**src/rtl/sound_square_ctrl.sv**
```systemverilog
// Square channel CPU front-end: NRx0..NRx4 register file, trigger pulse
// generation, masked read-back and the 512 Hz frame sequencer.
module sound_square_ctrl #(
  parameter logic [15:0] BASE_ADDR = 16'hFF10,
  parameter int unsigned FS_DIV    = 8192,
  parameter int unsigned START_LEN = 4
) (
  input  logic        clk,
  input  logic        rst,
  input  logic [15:0] a,
  input  logic [7:0]  din,
  output logic [7:0]  dout,
  input  logic        rd,
  input  logic        wr,
  input  logic        sound_enable,
  output logic [2:0]  sweep_time,
  output logic        sweep_decreasing,
  output logic [2:0]  num_sweep_shifts,
  output logic [1:0]  wave_duty,
  output logic [5:0]  length,
  output logic [3:0]  initial_volume,
  output logic        envelope_increasing,
  output logic [2:0]  num_envelope_sweeps,
  output logic [10:0] frequency,
  output logic        single,
  output logic        start,
  output logic        clk_length_ctr,
  output logic        clk_sweep,
  output logic        clk_vol_env
);

  localparam int unsigned PW = (FS_DIV > 1) ? $clog2(FS_DIV) : 1;
  localparam int unsigned SW = (START_LEN > 0) ? $clog2(START_LEN + 1) : 1;
  localparam logic [7:0]  NR4_STORE = 8'h47;

  logic [7:0]    nr0_q, nr1_q, nr2_q, nr3_q, nr4_q;
  logic [7:0]    nr0_d, nr1_d, nr2_d, nr3_d, nr4_d;
  logic [SW-1:0] cnt_q, cnt_d;
  logic          start_d;
  logic [PW-1:0] pre_q, pre_d;
  logic [2:0]    step_q, step_d;
  logic          len_d, swp_d, env_d;
  logic [15:0]   off_c;
  logic          hit_c;
  logic          unused_rd_c;

  // Register offset relative to NRx0; only offsets 0..4 are mapped
  assign off_c       = a - BASE_ADDR;
  assign hit_c       = (off_c < 16'd5);
  assign unused_rd_c = rd;

  // Field views of the stored registers
  assign sweep_time          = nr0_q[6:4];
  assign sweep_decreasing    = nr0_q[3];
  assign num_sweep_shifts    = nr0_q[2:0];
  assign wave_duty           = nr1_q[7:6];
  assign length              = nr1_q[5:0];
  assign initial_volume      = nr2_q[7:4];
  assign envelope_increasing = nr2_q[3];
  assign num_envelope_sweeps = nr2_q[2:0];
  assign frequency           = {nr4_q[2:0], nr3_q};
  assign single              = nr4_q[6];

  // Masked read-back; write-only bits read as 1
  always_comb begin
    dout = 8'hFF;
    if (hit_c) begin
      case (off_c[2:0])
        3'd0:    dout = nr0_q | 8'h80;
        3'd1:    dout = nr1_q | 8'h3F;
        3'd2:    dout = nr2_q;
        3'd3:    dout = 8'hFF;
        3'd4:    dout = nr4_q | 8'hBF;
        default: dout = 8'hFF;
      endcase
    end
  end

  // Next-state: register writes, trigger counter and frame sequencer
  always_comb begin
    nr0_d  = nr0_q;
    nr1_d  = nr1_q;
    nr2_d  = nr2_q;
    nr3_d  = nr3_q;
    nr4_d  = nr4_q;
    cnt_d  = (cnt_q != '0) ? cnt_q - SW'(1) : '0;
    pre_d  = pre_q;
    step_d = step_q;
    len_d  = clk_length_ctr;
    swp_d  = clk_sweep;
    env_d  = clk_vol_env;

    if (!sound_enable) begin
      nr0_d  = '0;
      nr1_d  = '0;
      nr2_d  = '0;
      nr3_d  = '0;
      nr4_d  = '0;
      cnt_d  = '0;
      pre_d  = '0;
      step_d = '0;
      len_d  = 1'b0;
      swp_d  = 1'b0;
      env_d  = 1'b0;
    end else begin
      if (wr && hit_c) begin
        case (off_c[2:0])
          3'd0: nr0_d = din;
          3'd1: nr1_d = din;
          3'd2: nr2_d = din;
          3'd3: nr3_d = din;
          3'd4: begin
            nr4_d = din & NR4_STORE;
            if (din[7]) cnt_d = SW'(START_LEN);
          end
          default: ;
        endcase
      end

      // Step outputs change only on a prescaler wrap, so each stays high for
      // exactly one full step and the first step 0 after restart is silent
      if (pre_q == PW'(FS_DIV - 1)) begin
        pre_d  = '0;
        step_d = step_q + 3'd1;
        len_d  = ~step_d[0];
        swp_d  = (step_d[1:0] == 2'b10);
        env_d  = (step_d == 3'd7);
      end else begin
        pre_d = pre_q + PW'(1);
      end
    end

    start_d = (cnt_d != '0);
  end

  // State register with asynchronous clear
  always_ff @(posedge clk or posedge rst) begin
    if (rst) begin
      nr0_q          <= '0;
      nr1_q          <= '0;
      nr2_q          <= '0;
      nr3_q          <= '0;
      nr4_q          <= '0;
      cnt_q          <= '0;
      start          <= 1'b0;
      pre_q          <= '0;
      step_q         <= '0;
      clk_length_ctr <= 1'b0;
      clk_sweep      <= 1'b0;
      clk_vol_env    <= 1'b0;
    end else begin
      nr0_q          <= nr0_d;
      nr1_q          <= nr1_d;
      nr2_q          <= nr2_d;
      nr3_q          <= nr3_d;
      nr4_q          <= nr4_d;
      cnt_q          <= cnt_d;
      start          <= start_d;
      pre_q          <= pre_d;
      step_q         <= step_d;
      clk_length_ctr <= len_d;
      clk_sweep      <= swp_d;
      clk_vol_env    <= env_d;
    end
  end

endmodule

```
**config.mk**
```make
export PLATFORM = sky130hd
export DESIGN_NAME = sound_square_ctrl
export DESIGN_NICKNAME = d
export VERILOG_FILES = /design/src/rtl/sound_square_ctrl.sv
export SDC_FILE = /design/constraint.sdc
export NUM_CORES = 1
export LEC_CHECK = 0
export CAP_MARGIN = 20
export CORE_ASPECT_RATIO = 1.4
export CORE_MARGIN = 8
export CORE_UTILIZATION = 50
export DETAILED_ROUTE_END_ITERATION = 10
export GPL_TIMING_DRIVEN = 1
export PLACE_DENSITY = 0.81
export SYNTH_ARGS = -nofsm -noshare
export SYNTH_HDL_FRONTEND = slang
export SYNTH_SLANG_ARGS = --single-unit
```
**constraint.sdc**
```tcl
create_clock -name clk -period 6.05 [get_ports clk]
set_clock_uncertainty 0.15 [all_clocks]
set_input_delay 0.605 -clock clk [delete_from_list [all_inputs] [get_ports clk]]
set_output_delay 0.605 -clock clk [all_outputs]
set_load 0.01 [all_outputs]
```
==> flow_summary.yaml, run 1 <==
run_status:
  outcome: "finished, final reports clean"
timing:
  setup_viol: 0
  worst_slew_pin_slew_ns: 0.717
  final_hold_viol_count: 0
  rsz0062_at_grt: "no"
  slew_violations: 0
  relSlewSlack_pct: 52.2
  period_minus_slack_ns: 3.52
  fmaxAchievable_mhz: 284
  setup_tns_ns: 0
  fin_crit_sh_pct: 58.1
yosys:
  ys.flop_type: "dfrtp_1"
  avgSynthCellArea_um2: 10.6
  syn-num-nets: 305
  async_flop_share_pct: 100
  yosysWarnings: 0
  yosysUniqueCellTypes: 42
  ys_seq_area_share_pct: 50.7
  ys_ff_latch: 58
  syn_inst: 270
  synth_edf_count: 0
  synth_area_mm2: 0.00286
clock_network:
  clkSlewWorstSetupHoldPaths_ns: 0.06
  clkLatencyLatePin_ns: 0.33
  cts_repair_resize_count: 0
  cts_setup_buffers: 0
  cts_tree: "built"
  cts.sinks: 58
  cts.path.max_buffers: 2
  cts-buffers-inserted: 9
  htree_levels: 3
  ctsRootBufferMaster: "clkbuf_8"
  postCtsHoldBufs: 0
setup_path:
  arrival_ns: 2.76
  crit_required_ns: 5.29
  worst_setup_path_end_kind: "primary output"
  criticalPathCategory: "in -> out"
  critPathLaunchType: "input port"
  path_max_fanout: 13
final_layout:
  nNetsFinal: 383
  mostFrequentLayoutCell: "clkdlybuf4s50_1"
  layout_common_cells: "74 x clkdlybuf4s50_1, 58 x dfrtp_1, 56 x nand2_1"
  final_cell_area_mm2: 0.00388
  multi_input_area_mm2: 0.00132
  seq_area_mm2: 0.00145
  drive_above_1_share_pct: 8.78
  diodes: 0
  area_growth_pct: 35.3
  fillCellCount: 426
route:
  ant_nets: 0
  drt-total-wl_mm: 6.86
  drc: 0
  drtIter0Drc: 108
  wire_per_inst_um: 16.3
  vias: 2235
  viasPerCell: 5.31
  firstDrtPassIters: 4
power_and_ir_drop:
  combPwrFrac_pct: 6.1
  switching_share_pct: 21.6
  pwr-share-clk_pct: 47.0
  leakagePower_nw: 1.79
  power.total_mw: 0.834
  intPower_mw: 0.654
  p_sw_mw: 0.180
  max-vdd-ir-drop_v: 0.000182
  p_seq_share_pct: 46.9
  p_per_area_mw_per_mm2: 215
grt:
  grt_usage_pct: 16.6
  globalRouteOverflowTotal: 0
  antenna_found_initial: 0
  grt_max_degree: 59
  grt_pass1_vias: 2337
  grt_pass1_wl_mm: 11.2
die:
  coreArea_mm2: 0.00553
  start_util_pct: 51.8
  die_h_um: 106
  rows: 32
  ios: 76
  dieArea_mm2: 0.00844
  die_w_um: 80.0
flow_run:
  cap_violations: 0
place:
  io_buffer_count: 74
  gp_congestion: 0.803
  hpwl_mm: 4.95
  post_dp_cell_area_mm2: 0.00366
worst_hold_path:
  hold_path_class: "reg -> reg"
[logic make-up (layout without fill, tap and decap cells)]
kind of cell,Yosys count,count (layout),synth area share (%)
multiplexers,45,45,15.8
flip-flops,58,58,50.7
AO/OA/AOI/OAI,13,13,3.15
adder cells (fa/ha/maj),6,6,2.62
XOR/XNOR,13,13,3.98
AND/OR/NAND/NOR,115,115,20.7
buffers and inverters,20,103,3.10
[layout make-up]
class                   count  share of cell area, %
clock buffers              11                   3.65
clock inverters             5                   2.00
inverters                  11                   1.07
multi-input cells         192                   34.2
flip-flops and latches     58                   37.4
well taps                  68                   2.19
repair buffers             76                   19.5
[critical path, cell delays in order]
cell and delay [ns]:
clkdlybuf4s50_1 0.86, mux2_2 0.40, o22a_1 0.19, o21ai_0 0.14, nand2_1 0.07, clkdlybuf4s50_1 0.50
[path summary, 6_finish.rpt]
check / from / endpoint / depth (start not counted) / slack (ns)
setup reg to reg: pre_q[0] / pre_q[3] / 5 / 3.80
hold / removal: clk_vol_env / clk_vol_env / 2 / 0.39
max in group asynchronous: rst / nr2_q[4] / 3 / 4.64
hold reg to reg: clk_vol_env / clk_vol_env / 2 / 0.39
min in group asynchronous: rst / nr3_q[3] / 3 / 0.63
setup / recovery: a[1] / dout[6] / 6 / 2.53
[registers in the layout (all words and copies together), names as in the netlist]
name and cells:
step_q 3, cnt_q 3, nr3_q 8, clk_sweep 1
pre_q 13, start 1, nr4_q 4, clk_vol_env 1
nr0_q 7, nr1_q 8, clk_length_ctr 1, nr2_q 8
[stage by stage]
stage,cells,worst slack (ns),hold WS [ns],utilization [%]
4_1_cts,421,2.52,0.382,70.2
5_1_grt,421,2.35,0.414,70.2
2_1_floorplan,270,3.71,0.324,-
6_report,421,2.53,0.385,70.2
3_3_place_gp,405,2.52,0.355,66.2
3_5_place_dp,405,2.52,0.367,66.2
[cells in the mapped netlist, types with 2 or more instances]
library cell / n / share of area (%)
a21oi_1: 3 / 0.52
nor4_2: 2 / 0.87
xnor2_1: 9 / 2.8
clkbuf_1: 4 / 0.52
nand3b_1: 2 / 0.52
nor4_4: 2 / 1.5
xor2_1: 4 / 1.2
nand4_1: 3 / 0.66
ha_1: 6 / 2.6
nor3_1: 5 / 0.87
mux2i_1: 44 / 15
nand3_1: 5 / 0.87
and3_1: 3 / 0.66
o21ai_0: 4 / 0.70
nand2_1: 56 / 7.3
nand2b_1: 4 / 0.87
nor2_1: 22 / 2.9
dfrtp_1: 58 / 51
buf_2: 2 / 0.35
inv_1: 10 / 1.3
[metal layers]
layer,track usage (%),vias to the layer above,share of wire (%)
li1,-,1070,-
met1,18.8,1087,41
met2,27.5,70,49
met3,6.21,8,7.9
met4,6.40,0,1.3
met5,0,-,0
[power groups by stage]
| stage | registers (mW) | logic (mW) | clock network (mW) |
|---|---|---|---|
| after floorplan | 0.398 | 0.0251 | 0 |
| after global placement | 0.399 | 0.0508 | 0 |
| after detailed placement | 0.399 | 0.0515 | 0 |
| after CTS | 0.392 | 0.0517 | 0.399 |
| after global routing | 0.392 | 0.0564 | 0.417 |
| final | 0.392 | 0.0508 | 0.392 |
Note: power is estimated with default switching activity, not from simulation.
==> run 2, diff against run 1 <==
--- a/config.mk
+++ b/config.mk
@@ -8,10 +8,10 @@
 export CAP_MARGIN = 20
 export CORE_ASPECT_RATIO = 1.4
 export CORE_MARGIN = 8
-export CORE_UTILIZATION = 50
+export CORE_UTILIZATION = 48
 export DETAILED_ROUTE_END_ITERATION = 10
 export GPL_TIMING_DRIVEN = 1
-export PLACE_DENSITY = 0.81
+export PLACE_DENSITY = 0.78
 export SYNTH_ARGS = -nofsm -noshare
 export SYNTH_HDL_FRONTEND = slang
 export SYNTH_SLANG_ARGS = --single-unit
==> constraint.sdc (replaced) <==
create_clock -name clk -period 3.3 [get_ports clk]
set_clock_uncertainty 0.15 [all_clocks]
set_input_delay 0.33 -clock clk [delete_from_list [all_inputs] [get_ports clk]]
set_output_delay 0.33 -clock clk [all_outputs]
set_load 0.01 [all_outputs]
==> run 2 against run 1 <==
Compared with the run above:
- clock power increased by 61%
- design area fell by 0.42%
- first-iteration DRC count rose by 6.5%
- sequential cell count is the same
- sequential share of layout area grew 0.16 points
- count of clock-buffer cells in the layout is 1 higher
- register-to-register slack worse by 2.8 ns
- worst hold slack got worse by 0.018 ns
- setup slack got worse by 2.2 ns
==> flow_summary.yaml, run 2 (synthesis gave the netlist of run 1 again) <==
run_status:
  outcome: "finished, final reports clean"
final_layout:
  fillCellCount: 472
  largest_reg_flops: 13
  area_growth_pct: 34.8
  fin_cells: 424
  seq_area_mm2: 0.00145
  drive_above_1_share_pct: 8.76
  diodes: 0
  multi_input_area_mm2: 0.00132
  nNetsFinal: 385
  layout_common_cells: "74 x clkdlybuf4s50_1, 58 x dfrtp_1, 56 x nand2_1"
  largest-register: "pre_q"
  mostFrequentLayoutCell: "clkdlybuf4s50_1"
power_and_ir_drop:
  intPower_mw: 1.12
  combPwrFrac_pct: 6.5
  max-vdd-ir-drop_v: 0.000323
  leakagePower_nw: 1.78
  switching_share_pct: 22.5
  p_per_area_mw_per_mm2: 374
  p_seq_share_pct: 49.7
  power.total_mw: 1.44
  p_sw_mw: 0.325
  pwr-share-clk_pct: 43.8
setup_path:
  critPathLaunchType: "input port"
  worst_setup_path_end_kind: "primary output"
  max_stage_delay_ns: 0.54
  crit_required_ns: 2.82
  reg2reg_to: "pre_q[4]"
  arrival_ns: 2.52
  crit_family: "simple AND/OR/NAND/NOR gates"
  r2r_slack_ns: 1.04
  crit_top_cell: "clkdlybuf4s50_1"
  path_buf_inv: 2
  criticalPathCategory: "in -> out"
  slowest_stage: "clkdlybuf4s50_1"
  critPathLaunch: "a[0]"
  crit_path_cell_trace: "clkdlybuf4s50_1 > or4b_4 > nor4_4 > nand2_1 > clkdlybuf4s50_1"
  rr_worst_depth: 5
  path_max_fanout: 8
  regToRegStartpoint: "pre_q[0]"
clock_network:
  ctsRootBufferMaster: "clkbuf_8"
  cts-buffers-inserted: 9
  postCtsHoldBufs: 0
  cts_setup_buffers: 0
  htree_levels: 3
  cts_repair_resize_count: 0
  clkLatencyLatePin_ns: 0.34
  cts_tree: "built"
  clkSlewWorstSetupHoldPaths_ns: 0.06
  cts.sinks: 58
  cts.path.max_buffers: 2
timing:
  relSlewSlack_pct: 52.4
  worst_slew_pin_slew_ns: 0.714
  rsz0062_at_grt: "no"
  period_minus_slack_ns: 3.00
  slew_violations: 0
  final_hold_viol_count: 0
  setup_tns_ns: 0
  fin_crit_sh_pct: 90.8
  fmaxAchievable_mhz: 334
  setup_viol: 0
die:
  ios: 76
  coreArea_mm2: 0.00582
  die_w_um: 81.3
  rows: 33
  dieArea_mm2: 0.00873
  start_util_pct: 49.2
  die_h_um: 107
route:
  drt-total-wl_mm: 6.93
  drc: 0
  firstDrtPassIters: 6
  viasPerCell: 5.18
  wire_per_inst_um: 16.3
  ant_nets: 0
  drtIter0Drc: 115
  vias: 2197
place:
  dpl.cell_count: 409
  gp_congestion: 0.775
  hpwl_mm: 4.98
  io_buffer_count: 74
flow_run:
  cap_violations: 0
grt:
  globalRouteOverflowTotal: 0
  grt_max_degree: 59
  antenna_found_initial: 0
  grt_usage_pct: 16.6
  grt_pass1_vias: 2377
  grt_pass1_wl_mm: 11.3
worst_hold_path:
  hold_path_class: "in -> async"
## run 2: changes by cell type in the layout (fill, tap and decap cells not counted)
cell        delta
bufinv_16      -1
clkinvlp_4     -1
buf_4          +2
clkbuf_1       +1
## run 2: worst reg2reg max path, cell delays in order (launching register included)
cell and delay (ns):
dfrtp_1 0.41, ha_1 0.25, nand2_1 0.16, nor4_2 0.64
nand2b_1 0.42, nor2_1 0.10
## run 2: worst max-delay path by stage
stage / cells past startpoint / slack (ns) / endpoint
after floorplan: 1 / 1.39 / clk_length_ctr
after global placement: 5 / 0.40 / dout[2]
after detailed placement: 5 / 0.28 / dout[1]
after CTS: 5 / 0.29 / dout[1]
after global routing: 5 / 0.20 / dout[3]
final: 5 / 0.30 / dout[3]
## run 2: layer usage
metal  up-vias  GRT usage, %  part of all wire (%)
li1       1071             -                     -
met1      1054          19.2                    42
met2        63          27.7                    49
met3         9          5.85                   7.1
met4         0          5.26                   1.2
met5         -             0                     0
## run 2: power by group through the flow
stage / registers, mW / clock network, mW / logic, mW
detailed placement: 0.731 / 0 / 0.0960
floorplan: 0.730 / 0 / 0.0461
global placement: 0.731 / 0 / 0.0938
global route: 0.718 / 0.673 / 0.104
finish: 0.718 / 0.632 / 0.0941
CTS: 0.718 / 0.639 / 0.0962
## run 2: layout make-up
class | count | share of cell area [%]
timing repair buffer | 78 | 20.0
clock buffer | 12 | 3.76
sequential | 58 | 37.6
clock inverter | 3 | 1.04
multi-input combinational | 192 | 34.3
tap | 70 | 2.27
inverter | 11 | 1.07
## run 2: through the flow
stage | hold WS, ns | util, % | area (µm²) | worst slack, ns
6_report | 0.367 | 66.3 | 3860 | 0.302
5_1_grt | 0.390 | 66.3 | 3860 | 0.203
4_1_cts | 0.373 | 66.3 | 3860 | 0.289
3_5_place_dp | 0.362 | 63.1 | 3670 | 0.284
3_3_place_gp | 0.355 | 63.1 | 3670 | 0.404
2_1_floorplan | 0.324 | - | 2860 | 1.39
==> run 3, diff against run 2 <==
--- a/config.mk
+++ b/config.mk
@@ -9,6 +9,7 @@
 export CORE_ASPECT_RATIO = 1.4
 export CORE_MARGIN = 8
 export CORE_UTILIZATION = 48
+export CTS_CLUSTER_SIZE = 16
 export DETAILED_ROUTE_END_ITERATION = 10
 export GPL_TIMING_DRIVEN = 1
 export PLACE_DENSITY = 0.78
==> results of run 3 <==
The final DEF is identical to that of run 2; final timing and power are the same.
